[src/rtl/axi_lite_master.sv]
// axi_lite_master
// AXI4-Lite initiator: turns single-word PL register commands into AXI4-Lite
// write/read transactions and returns exactly one response per command.
// One transaction is outstanding at a time; a sticky stall monitor flags
// transactions that stay on the bus for TIMEOUT_CYCLES or longer.
//
// Ports
//   m00_axi_aclk / m00_axi_aresetn  clock, asynchronous active-low reset
//   cmd_*      command channel (valid/ready, write flag, byte addr, data, strobes)
//   rsp_*      response channel (valid/ready, write flag, read data, BRESP/RRESP)
//   busy       high whenever the engine is not idle
//   timeout_err / timeout_clr  sticky stall flag and its clear pulse
//   m00_axi_*  AXI4-Lite master channels AW, W, B, AR, R
module axi_lite_master #(
  parameter int unsigned ADDR_W         = 8,
  parameter int unsigned TIMEOUT_CYCLES = 1024
) (
  input  logic              m00_axi_aclk,
  input  logic              m00_axi_aresetn,

  input  logic              cmd_valid,
  output logic              cmd_ready,
  input  logic              cmd_write,
  input  logic [ADDR_W-1:0] cmd_addr,
  input  logic [31:0]       cmd_wdata,
  input  logic [3:0]        cmd_wstrb,

  output logic              rsp_valid,
  input  logic              rsp_ready,
  output logic              rsp_write,
  output logic [31:0]       rsp_rdata,
  output logic [1:0]        rsp_resp,

  output logic              busy,
  output logic              timeout_err,
  input  logic              timeout_clr,

  output logic [ADDR_W-1:0] m00_axi_awaddr,
  output logic [2:0]        m00_axi_awprot,
  output logic              m00_axi_awvalid,
  input  logic              m00_axi_awready,

  output logic [31:0]       m00_axi_wdata,
  output logic [3:0]        m00_axi_wstrb,
  output logic              m00_axi_wvalid,
  input  logic              m00_axi_wready,

  input  logic [1:0]        m00_axi_bresp,
  input  logic              m00_axi_bvalid,
  output logic              m00_axi_bready,

  output logic [ADDR_W-1:0] m00_axi_araddr,
  output logic [2:0]        m00_axi_arprot,
  output logic              m00_axi_arvalid,
  input  logic              m00_axi_arready,

  input  logic [31:0]       m00_axi_rdata,
  input  logic [1:0]        m00_axi_rresp,
  input  logic              m00_axi_rvalid,
  output logic              m00_axi_rready
);

  typedef enum logic [2:0] {
    S_IDLE,
    S_WR_REQ,
    S_WR_RESP,
    S_RD_REQ,
    S_RD_DATA,
    S_RSP
  } state_e;

  localparam logic [15:0]       TO_LIMIT   = 16'(TIMEOUT_CYCLES);
  // Masking (rather than slicing) keeps every cmd_addr bit in use.
  localparam logic [ADDR_W-1:0] ALIGN_MASK = ~ADDR_W'(3);

  state_e              state_q, state_d;
  logic                cmd_ready_q, cmd_ready_d;
  logic                busy_q, busy_d;
  logic                awvalid_q, awvalid_d;
  logic                wvalid_q, wvalid_d;
  logic                bready_q, bready_d;
  logic                arvalid_q, arvalid_d;
  logic                rready_q, rready_d;
  logic                rsp_valid_q, rsp_valid_d;
  logic [ADDR_W-1:0]   addr_q, addr_d;
  logic [31:0]         wdata_q, wdata_d;
  logic [3:0]          wstrb_q, wstrb_d;
  logic                rsp_write_q, rsp_write_d;
  logic [31:0]         rsp_rdata_q, rsp_rdata_d;
  logic [1:0]          rsp_resp_q, rsp_resp_d;
  logic [15:0]         cnt_q, cnt_d;
  logic                timeout_q, timeout_d;

  logic                counting;
  logic [15:0]         cnt_inc;
  logic                to_set;

  always_comb begin
    state_d     = state_q;
    awvalid_d   = awvalid_q;
    wvalid_d    = wvalid_q;
    bready_d    = bready_q;
    arvalid_d   = arvalid_q;
    rready_d    = rready_q;
    rsp_valid_d = rsp_valid_q;
    addr_d      = addr_q;
    wdata_d     = wdata_q;
    wstrb_d     = wstrb_q;
    rsp_write_d = rsp_write_q;
    rsp_rdata_d = rsp_rdata_q;
    rsp_resp_d  = rsp_resp_q;
    cnt_d       = cnt_q;

    unique case (state_q)
      S_IDLE: begin
        if (cmd_ready_q && cmd_valid) begin
          addr_d  = cmd_addr & ALIGN_MASK;
          wdata_d = cmd_wdata;
          wstrb_d = cmd_wstrb;
          cnt_d   = '0;
          if (cmd_write) begin
            state_d   = S_WR_REQ;
            awvalid_d = 1'b1;
            wvalid_d  = 1'b1;
          end else begin
            state_d   = S_RD_REQ;
            arvalid_d = 1'b1;
          end
        end
      end
      S_WR_REQ: begin
        // AW and W retire independently; leave once neither is pending.
        if (awvalid_q && m00_axi_awready) awvalid_d = 1'b0;
        if (wvalid_q && m00_axi_wready)   wvalid_d  = 1'b0;
        if (!awvalid_d && !wvalid_d) begin
          state_d  = S_WR_RESP;
          bready_d = 1'b1;
        end
      end
      S_WR_RESP: begin
        if (bready_q && m00_axi_bvalid) begin
          state_d     = S_RSP;
          bready_d    = 1'b0;
          rsp_valid_d = 1'b1;
          rsp_write_d = 1'b1;
          rsp_rdata_d = '0;
          rsp_resp_d  = m00_axi_bresp;
        end
      end
      S_RD_REQ: begin
        if (arvalid_q && m00_axi_arready) begin
          state_d   = S_RD_DATA;
          arvalid_d = 1'b0;
          rready_d  = 1'b1;
        end
      end
      S_RD_DATA: begin
        if (rready_q && m00_axi_rvalid) begin
          state_d     = S_RSP;
          rready_d    = 1'b0;
          rsp_valid_d = 1'b1;
          rsp_write_d = 1'b0;
          rsp_rdata_d = m00_axi_rdata;
          rsp_resp_d  = m00_axi_rresp;
        end
      end
      S_RSP: begin
        if (rsp_ready) begin
          state_d     = S_IDLE;
          rsp_valid_d = 1'b0;
        end
      end
      default: state_d = S_IDLE;
    endcase

    cmd_ready_d = (state_d == S_IDLE);
    busy_d      = (state_d != S_IDLE);

    // Stall monitor: counts every bus-side cycle, saturating. The flag is
    // re-armed each cycle the count is at/over the limit, so a clear pulse
    // during a persisting stall has no lasting effect.
    counting = (state_q == S_WR_REQ) || (state_q == S_WR_RESP) ||
               (state_q == S_RD_REQ) || (state_q == S_RD_DATA);
    cnt_inc  = (cnt_q == '1) ? cnt_q : cnt_q + 16'd1;
    if (counting) cnt_d = cnt_inc;
    to_set    = counting && (TO_LIMIT != '0) && (cnt_inc >= TO_LIMIT);
    timeout_d = to_set | (timeout_q & ~timeout_clr);
  end

  always_ff @(posedge m00_axi_aclk or negedge m00_axi_aresetn) begin
    if (!m00_axi_aresetn) begin
      state_q     <= S_IDLE;
      cmd_ready_q <= 1'b0;
      busy_q      <= 1'b0;
      awvalid_q   <= 1'b0;
      wvalid_q    <= 1'b0;
      bready_q    <= 1'b0;
      arvalid_q   <= 1'b0;
      rready_q    <= 1'b0;
      rsp_valid_q <= 1'b0;
      addr_q      <= '0;
      wdata_q     <= '0;
      wstrb_q     <= '0;
      rsp_write_q <= 1'b0;
      rsp_rdata_q <= '0;
      rsp_resp_q  <= '0;
      cnt_q       <= '0;
      timeout_q   <= 1'b0;
    end else begin
      state_q     <= state_d;
      cmd_ready_q <= cmd_ready_d;
      busy_q      <= busy_d;
      awvalid_q   <= awvalid_d;
      wvalid_q    <= wvalid_d;
      bready_q    <= bready_d;
      arvalid_q   <= arvalid_d;
      rready_q    <= rready_d;
      rsp_valid_q <= rsp_valid_d;
      addr_q      <= addr_d;
      wdata_q     <= wdata_d;
      wstrb_q     <= wstrb_d;
      rsp_write_q <= rsp_write_d;
      rsp_rdata_q <= rsp_rdata_d;
      rsp_resp_q  <= rsp_resp_d;
      cnt_q       <= cnt_d;
      timeout_q   <= timeout_d;
    end
  end

  assign cmd_ready       = cmd_ready_q;
  assign busy            = busy_q;
  assign timeout_err     = timeout_q;
  assign rsp_valid       = rsp_valid_q;
  assign rsp_write       = rsp_write_q;
  assign rsp_rdata       = rsp_rdata_q;
  assign rsp_resp        = rsp_resp_q;

  assign m00_axi_awaddr  = addr_q;
  assign m00_axi_awprot  = '0;
  assign m00_axi_awvalid = awvalid_q;
  assign m00_axi_wdata   = wdata_q;
  assign m00_axi_wstrb   = wstrb_q;
  assign m00_axi_wvalid  = wvalid_q;
  assign m00_axi_bready  = bready_q;
  assign m00_axi_araddr  = addr_q;
  assign m00_axi_arprot  = '0;
  assign m00_axi_arvalid = arvalid_q;
  assign m00_axi_rready  = rready_q;

endmodule

[config.mk]
export PLATFORM = sky130hd
export DESIGN_NAME = axi_lite_master
export DESIGN_NICKNAME = d
export VERILOG_FILES = /design/src/rtl/axi_lite_master.sv
export SDC_FILE = /design/constraint.sdc
export NUM_CORES = 1
export LEC_CHECK = 0
export CORE_ASPECT_RATIO = 1.75
export CORE_MARGIN = 2
export CORE_UTILIZATION = 27
export CTS_CLUSTER_DIAMETER = 80
export DETAILED_ROUTE_END_ITERATION = 8
export GPL_TIMING_DRIVEN = 0
export PLACE_DENSITY = 0.51
export REMOVE_ABC_BUFFERS = 1
export SYNTH_ARGS = -nofsm -noshare
export SYNTH_HDL_FRONTEND = slang
export SYNTH_SLANG_ARGS = --single-unit
[constraint.sdc]
create_clock -name m00_axi_aclk -period 2 [get_ports m00_axi_aclk]
set_input_delay 0.2 -clock m00_axi_aclk [delete_from_list [all_inputs] [get_ports m00_axi_aclk]]
set_output_delay 0.2 -clock m00_axi_aclk [all_outputs]
set_load 0.05 [all_outputs]
Word level (Yosys, flattened, before mapping)
Cells that the tools add are included.

Add/subtract/negate cells: 1. Magnitude comparators: 1. Equality and inequality tests: 14. Multiplexer cells: 41. Bitwise logic cells: 3. Reduce and logical (&&, ||, !) cells: 32.

Operator list (number): 2-to-1 mux 16 bit (4); 2-to-1 mux 32 bit (2); case mux 32 bit (2 select lines) (1); 2-to-1 mux 3 bit (6); case mux 3 bit (6 select lines) (1); adder 16 x 1 -> 16 bit (second input constant) (1); equality test 16 bit (second input constant) (1); >= comparator 16 x 11 -> 1 bit (second input constant) (1); 2-to-1 mux 1 bit (16); != test 2 bit (second input constant) (8); nonzero test 2 bit (7); case mux 1 bit (2 select lines) (6); AND reduction 3 bit (4); logical AND 1 bit (8); AND reduction 4 bit (2); equality test 3 x 2 -> 1 bit (second input constant) (2); equality test 3 bit (second input constant) (2); zero test 3 bit (2); 2-to-1 mux 2 bit (3); nonzero test 3 bit (2); case mux 2 bit (2 select lines) (1); AND reduction 2 bit (2); equality test 3 x 1 -> 1 bit (second input constant) (1); logical OR 1 bit (3); 5 further kinds (6).

Flip-flop bits (word level): 105. Input port bits: 91. Output and inout bits: 102.

Depth between registers and ports, before layout
Gate-level depths: netlist (run 1).

Depth after elaboration: 8. Depth in mapped cells: 7. Depth with buffers taken out: 5.

Least setup slack after synthesis (run 1)
Ideal clock, no wire load.

Path type: register to register. Start: reg rready_q (netlist: m00_axi_rready). End: reg busy_q (netlist: busy). Setup time: 131 ps. Arrival time: 1795 ps. Data required time: 1869 ps. Path slack: 74 ps. Stages on the path, launching flop included: 5. Path buffers: 0. Period minus slack after synthesis: 1926 ps. Cells stage by stage: dfrtp_1 -> and2_1 -> a32o_1 -> a2111o_1 -> or3_1.

Longest elaborated chain between the ends: 4.

Ends and longest elaborated chain: from (decl) (line 83) `logic rready_q, rready_d;`; from (signal assigned) (line 217) `rready_q <= rready_d;`; logical AND 1 bit (line 158) `if (rready_q && m00_axi_rvalid) begin`; 2-to-1 mux 3 bit (line 158); case mux 3 bit (6 select lines) (line 114) `unique case (state_q)`; named net state_d[0] (line 76) `state_e state_q, state_d;`; nonzero test 3 bit (line 177) `busy_d = (state_d != S_IDLE);`; named net busy_d (line 78) `logic busy_q, busy_d;`; to (signal assigned) (line 212) `busy_q <= busy_d;`; to (decl) (line 78).

The timed path passes the listed nets, and every way through them passes these cells. A chain may end at the register's enable or synchronous reset.

Worst setup path in the final report (run 1)
Start: reg cnt_q[0]. End: reg cnt_q[13].

Longest elaborated chain between the ends: 3.

Ends and longest elaborated chain: from (decl) (line 91) `logic [15:0] cnt_q, cnt_d;`; from (signal assigned) (line 225) `cnt_q <= cnt_d;`; adder 16 x 1 -> 16 bit / equality test 16 bit (equally long branches) (line 184) `cnt_inc = (cnt_q == '1) ? cnt_q : cnt_q + 16'd1;`; 2-to-1 mux 16 bit (*) (line 184); 2-to-1 mux 16 bit (*) (line 185) `if (counting) cnt_d = cnt_inc;`.

Every way passes the cells marked *; elsewhere a longest branch is shown, timed or not.

==> flow_metrics.py, run 1 <==
metrics = {
    "timing": {
        "timing.clock.skew_ns": 0.00677,
        "fin_setup_tns_ns": 0,
        "setup_viol_count_final": 0,
        "timing.final.ws_setup_ns": 0.103,
        "max_slew.worst_pin.slew_ns": 0.709,
        "final_max_slew_violation_count": 0,
        "fin_crit_sh": 0.949,
        "min_clock_period_post_route_ns": 1.90,
        "grt_setup_unrepaired": "false",
        "hold_violations": 0,
        "fin_hold_ws_ns": 0.381,
        "max_fclk_mhz": 527,
        "max_slew_margin": 0.525,
    },
    "logic_synthesis": {
        "seq_area_frac_synth": 0.555,
        "synthDistinctLibCells": 48,
        "synth_seq_cells": 105,
        "syn_area_mm2": 0.00473,
        "yosys.area.top_type_share": 0.555,
        "synth_top_flop_cell": "sky130_fd_sc_hd__dfrtp_1",
        "synth-edff-count": 0,
        "synth_top_cells_by_area": "sky130_fd_sc_hd__dfrtp_1, sky130_fd_sc_hd__nand2_1, sky130_fd_sc_hd__nand3_1",
        "yosys_warnings": 0,
        "synth_largest_area_cell": "sky130_fd_sc_hd__dfrtp_1",
        "synthesis.instances": 524,
        "synthesis.area_per_instance_um2": 9.03,
        "synth-async-reset-ratio": 1.00,
    },
    "die": {
        "fp.dieH_um": 179,
        "die_area_mm2": 0.0186,
        "starting_utilization_of_the_core_area": 0.274,
        "floorplan.die.width_um": 104,
        "number_of_top_level_pins": 193,
        "core_area_mm2": 0.0173,
        "num_rows": 64,
    },
    "place": {
        "place_inst": 906,
        "placedInstanceArea_mm2": 0.00676,
        "io_buffer_count": 180,
        "hpwlAfterDp_um": 10200,
        "dpl_worst_slack_ns": -0.277,
        "place.gp.congestion": 0.790,
    },
    "critical_path": {
        "r2r_end": "cnt_q[13]$_DFFE_PN0P_",
        "timing.critical_path.arrival_ns": 2.16,
        "critPathRequiredTime_ns": 2.26,
        "r2r_cells": 5,
        "worst-setup-path-type": "reg2reg",
        "start_kind": "register",
        "crit_path_max_fanout": 6,
        "worst_r2r_startpoint": "cnt_q[0]$_DFFE_PN0P_",
        "rrSetupSlack_ns": 0.10,
        "end_kind": "register",
    },
    "cells_and_area": {
        "post_route_cells_drive_above_1_share": 0.0767,
        "antenna-diode-count": 0,
        "fin_cells": 935,
        "design.final.nets": 793,
        "final_area_mm2": 0.00718,
        "layout.cells.most_common": "sky130_fd_sc_hd__clkdlybuf4s50_1",
        "mostFrequentLayoutCells": "sky130_fd_sc_hd__clkdlybuf4s50_1, sky130_fd_sc_hd__nand2_1, sky130_fd_sc_hd__dfrtp_1",
        "layout-area-overhead-vs-synth_pct": 51.8,
        "finish.utilization": 0.415,
    },
    "clocking": {
        "cts.root.buffer_cell": "sky130_fd_sc_hd__clkbuf_16",
        "cts_buffers": 9,
        "clock_sink_count": 105,
        "cts_max_level": 3,
        "clockBufferDepth": 2,
        "worst_setup_hold_path_clk_slew_ns": 0.07,
        "tritoncts": "done",
        "clock_network_latency_to_the_later_pin_of_the_worst_skew_pair_ns": 0.34,
    },
    "worst_hold_path": {
        "hold_path.class": "in2async",
    },
    "outcome": {
        "outcome": "finished, final reports clean",
    },
    "route": {
        "wl_per_cell_um": 14.7,
        "drt_pre_antenna_iters": 4,
        "drtAntennaViolNets": 0,
        "num_vias": 4243,
        "detail_route.iter0.violations": 82,
        "drt_wl_total_um": 13700,
        "routed_via_density": 4.54,
        "route.detailed.drc": 0,
    },
    "grt": {
        "grt_start_max_net_pins": 65,
        "grt_antenna_before_repair": 0,
        "globalRouteTotalUtil": 0.147,
        "grt_remaining_overflow": 0,
        "first_global_vias": 4142,
        "grt_pass1_wl_um": 21600,
    },
    "power_and_ir_drop": {
        "p_leak_nw": 3.17,
        "pwr_density_cell_mw_per_mm2": 1760,
        "total_power_of_the_final_layout_mw": 12.7,
        "irDropWorstVdd_mv": 1.07,
    },
    "run": {
        "cap_viol_max_count": 0,
    },
}
flip-flops by register name (all words and copies together), names as in the netlist, 2 cells and up:
name,flops
rsp_rdata,32
m00_axi_araddr,6
m00_axi_wdata,32
state_q,3
cnt_q,16
rsp_resp,2
m00_axi_wstrb,4
timing repair:
action / CTS / global route
setup buffers: 7 / 7
hold endpoints to repair: 41 / 0
gates resized for setup: 6 / 6
endpoints found under the setup margin: 71 / 36
cloned: 0 / 0
pin swaps: 3 / 2
hold buffers: 1 / 0
routing by layer:
| layer | vias to the layer above | GRT usage | part of all wire |
|---|---|---|---|
| met1 | 2016 | 0.157 | 0.37 |
| met5 | - | 0 | 0 |
| li1 | 2064 | - | - |
| met4 | 0 | 0.0631 | 0.025 |
| met3 | 19 | 0.0345 | 0.053 |
| met2 | 144 | 0.275 | 0.55 |
worst max-delay path, stage by stage (launching register included):
cell                       delay, ns
sky130_fd_sc_hd__dfrtp_2        0.41
sky130_fd_sc_hd__ha_2           0.24
sky130_fd_sc_hd__nand4_4        0.16
sky130_fd_sc_hd__or4_4          0.61
sky130_fd_sc_hd__and4_4         0.21
sky130_fd_sc_hd__a211oi_2       0.19
worst max-delay path by stage:
stage / cells past startpoint / from / endpoint / slack (ns)
3_5_place_dp: 7 / state_q[0]$_DFF_PN0_ / m00_axi_wdata[19]$_DFFE_PN0P_ / -0.28
3_3_place_gp: 1 / m00_axi_aresetn / rsp_rdata[2]$_DFFE_PN0P_ / -3.47
4_1_cts: 5 / state_q[1]$_DFF_PN0_ / busy$_DFF_PN0_ / 0.004
2_1_floorplan: 4 / state_q[0]$_DFF_PN0_ / cmd_ready$_DFF_PN0_ / -1.21
5_1_grt: 5 / cnt_q[1]$_DFFE_PN0P_ / cnt_q[13]$_DFFE_PN0P_ / 0.02
6_report: 5 / cnt_q[0]$_DFFE_PN0P_ / cnt_q[13]$_DFFE_PN0P_ / 0.10
cells in the mapped netlist (all sizes together) (2+ instances only):
cell type,instances
a211oi,2
a21oi,8
a31oi,4
a41o,2
and2,3
and3,2
and4,4
buf,25
clkbuf,20
dfrtp,105
inv,35
mux2i,11
nand2,157
nand2b,3
nand3,45
nand4,6
nor2,10
nor2b,2
nor3,9
nor3b,3
nor4,8
nor4b,2
o211ai,2
o21ai,38
or3,2
or4,3
xnor2,2
cell type report:
| cell class | count | area (um2) |
|---|---|---|
| repair buffers | 202 | 2050 |
| fillers | 1746 | 10100 |
| well taps | 231 | 289 |
| clock buffers | 9 | 225 |
| multi-input cells | 348 | 1820 |
| flip-flops and latches | 105 | 2630 |
| inverters | 35 | 131 |
| clock inverters | 5 | 33.8 |
cell families (layout without fill, tap and decap cells):
family          after synthesis  count (layout)  synth area share
simple gates                261             261             0.256
flops                       105             105             0.555
buf+inv                      80             251            0.0791
compound gates               63              63            0.0791
mux                          11              11            0.0233
xor+xnor                      2               2           0.00370
fa+ha+maj                     1               1           0.00264
other cells                   1              10          0.000793
where the power goes:
part           total [mW]  internal [mW]  switching (mW)
Combinational        7.38           2.44            4.94
Clock                1.61          0.831           0.783
Sequential           3.66           3.04           0.619
Note: power is estimated with default switching activity, not from simulation.
==> inputs of run 2 (changes only) <==
Clock period 2 ns to 2.1 ns, I/O delays scaled along.
==> run 2 against run 1 <==
  * Global-route usage is essentially flat
  * Highest routed layer unchanged
  * Utilization decreased by 0.37 points
  * Routed wire length barely moved
  * Combinational power fell by 6.2%
  * Clock skew rose by 0.0015 ns
==> flow_metrics.py, run 2 (same netlist as run 1, synthesis figures left out) <==
metrics = {
    "timing": {
        "grt_setup_unrepaired": "false",
        "max_slew_margin": 0.524,
        "fin_crit_sh": 0.942,
        "timing.clock.skew_ns": 0.00828,
        "min_clock_period_post_route_ns": 1.98,
        "hold_violations": 0,
        "setup_viol_count_final": 0,
        "max_slew.worst_pin.slew_ns": 0.711,
        "max_fclk_mhz": 506,
        "final_max_slew_violation_count": 0,
        "fin_hold_ws_ns": 0.390,
    },
    "route": {
        "route.detailed.drc": 0,
        "drtAntennaViolNets": 0,
        "routed_via_density": 4.53,
        "num_vias": 4202,
        "drt_pre_antenna_iters": 4,
        "wl_per_cell_um": 14.8,
        "drt_wl_total_um": 13700,
        "detail_route.iter0.violations": 91,
    },
    "power_and_ir_drop": {
        "pwr_density_cell_mw_per_mm2": 1680,
        "irDropWorstVdd_mv": 1.02,
        "p_leak_nw": 3.13,
    },
    "die": {
        "num_rows": 64,
        "die_area_mm2": 0.0186,
        "core_area_mm2": 0.0173,
        "floorplan.die.width_um": 104,
        "starting_utilization_of_the_core_area": 0.274,
        "fp.dieH_um": 179,
        "number_of_top_level_pins": 193,
    },
    "run": {
        "cap_viol_max_count": 0,
    },
    "critical_path": {
        "worst-setup-path-type": "reg2reg",
        "end_kind": "register",
        "critPathRequiredTime_ns": 2.33,
        "rrSetupSlack_ns": 0.12,
        "crit_path_max_fanout": 14,
        "timing.critical_path.arrival_ns": 2.20,
        "start_kind": "register",
    },
    "grt": {
        "grt_antenna_before_repair": 0,
        "grt_pass1_wl_um": 21600,
        "first_global_vias": 4116,
        "globalRouteTotalUtil": 0.146,
        "grt_remaining_overflow": 0,
        "grt_start_max_net_pins": 65,
    },
    "worst_hold_path": {
        "hold_path.class": "in2async",
    },
    "cells_and_area": {
        "finish.utilization": 0.411,
        "design.final.nets": 786,
        "layout.cells.most_common": "sky130_fd_sc_hd__clkdlybuf4s50_1",
        "antenna-diode-count": 0,
        "fillers": 1749,
        "post_route_cells_drive_above_1_share": 0.0660,
        "layout-area-overhead-vs-synth_pct": 50.4,
        "mostFrequentLayoutCells": "sky130_fd_sc_hd__clkdlybuf4s50_1, sky130_fd_sc_hd__nand2_1, sky130_fd_sc_hd__dfrtp_1",
    },
    "clocking": {
        "clock_sink_count": 105,
        "worst_setup_hold_path_clk_slew_ns": 0.07,
        "cts_buffers": 9,
        "tritoncts": "done",
        "clock_network_latency_to_the_later_pin_of_the_worst_skew_pair_ns": 0.35,
        "cts.root.buffer_cell": "sky130_fd_sc_hd__clkbuf_16",
        "clockBufferDepth": 2,
        "cts_max_level": 3,
    },
    "place": {
        "io_buffer_count": 180,
        "hpwlAfterDp_um": 10200,
        "place.gp.congestion": 0.790,
    },
    "outcome": {
        "outcome": "finished, final reports clean",
    },
}
[run 2: cell type report]
class / count / area, um2 / share of cell area
multi-input combinational: 348 / 1810 / 0.254
clock inverter: 5 / 33.8 / 0.00475
inverter: 35 / 131 / 0.0185
sequential: 105 / 2630 / 0.370
tap: 231 / 289 / 0.0406
timing repair buffer: 195 / 2000 / 0.281
clock buffer: 9 / 225 / 0.0316
[run 2: path summary, 6_finish.rpt]
| path | startpoint | to | cells after the start |
|---|---|---|---|
| max in group asynchronous | m00_axi_aresetn | rsp_rdata[5]$_DFFE_PN0P_ | 3 |
| worst max-delay path | state_q[1]$_DFF_PN0_ | busy$_DFF_PN0_ | 4 |
| min in group m00_axi_aclk | cmd_wdata[28] | m00_axi_wdata[28]$_DFFE_PN0P_ | 3 |
| worst min-delay path | m00_axi_aresetn | m00_axi_wdata[26]$_DFFE_PN0P_ | 2 |
| worst max register to register | state_q[1]$_DFF_PN0_ | busy$_DFF_PN0_ | 4 |
| worst min register to register | m00_axi_wdata[16]$_DFFE_PN0P_ | m00_axi_wdata[16]$_DFFE_PN0P_ | 2 |
[run 2: repair_timing]
| item | CTS | global route |
|---|---|---|
| pin swaps | 1 | 2 |
| setup endpoints to repair | 32 | 34 |
| hold endpoints to repair | 41 | 0 |
| cloned | 0 | 0 |
| setup buffers | 1 | 6 |
| resized for setup | 4 | 6 |
| hold buffers | 1 | 0 |
[run 2: report_power, final]
group | switching [mW] | total [mW] | internal, mW
combinational | 4.66 | 6.92 | 2.26
sequential | 0.612 | 3.51 | 2.90
clock | 0.752 | 1.54 | 0.792
total | 6.02 | 12.0 | 5.95
[run 2: critical path, stage by stage, from the launching register on]
cell	delay, ns
sky130_fd_sc_hd__dfrtp_2	0.47
sky130_fd_sc_hd__nor3b_1	0.18
sky130_fd_sc_hd__a32o_2	0.39
sky130_fd_sc_hd__a2111o_1	0.42
sky130_fd_sc_hd__or3_1	0.40
[run 2: per-layer routing]
metal	wire length [um]	up-vias	track usage
met5	0	-	0
li1	-	2045	-
met1	5120	1995	0.156
met4	348	0	0.0636
met2	7470	142	0.272
met3	756	20	0.0360
[run 2: metrics by stage]
| stage | setup TNS, ns | setup WS (ns) | power (mW) | instance area [um2] | instances |
|---|---|---|---|---|---|
| 2_1_floorplan | -50.42 | -1.11 | 7.80 | 4520 | 488 |
| 3_3_place_gp | -509.46 | -3.38 | 10.2 | 6610 | 899 |
| 3_5_place_dp | -3.13 | -0.177 | 10.5 | 6760 | 906 |
| 4_1_cts | 0 | 0.00264 | 12.1 | 7050 | 922 |
| 5_1_grt | 0 | 0.00542 | 12.7 | 7120 | 928 |
| 6_report | 0 | 0.122 | 12.0 | 7120 | 928 |
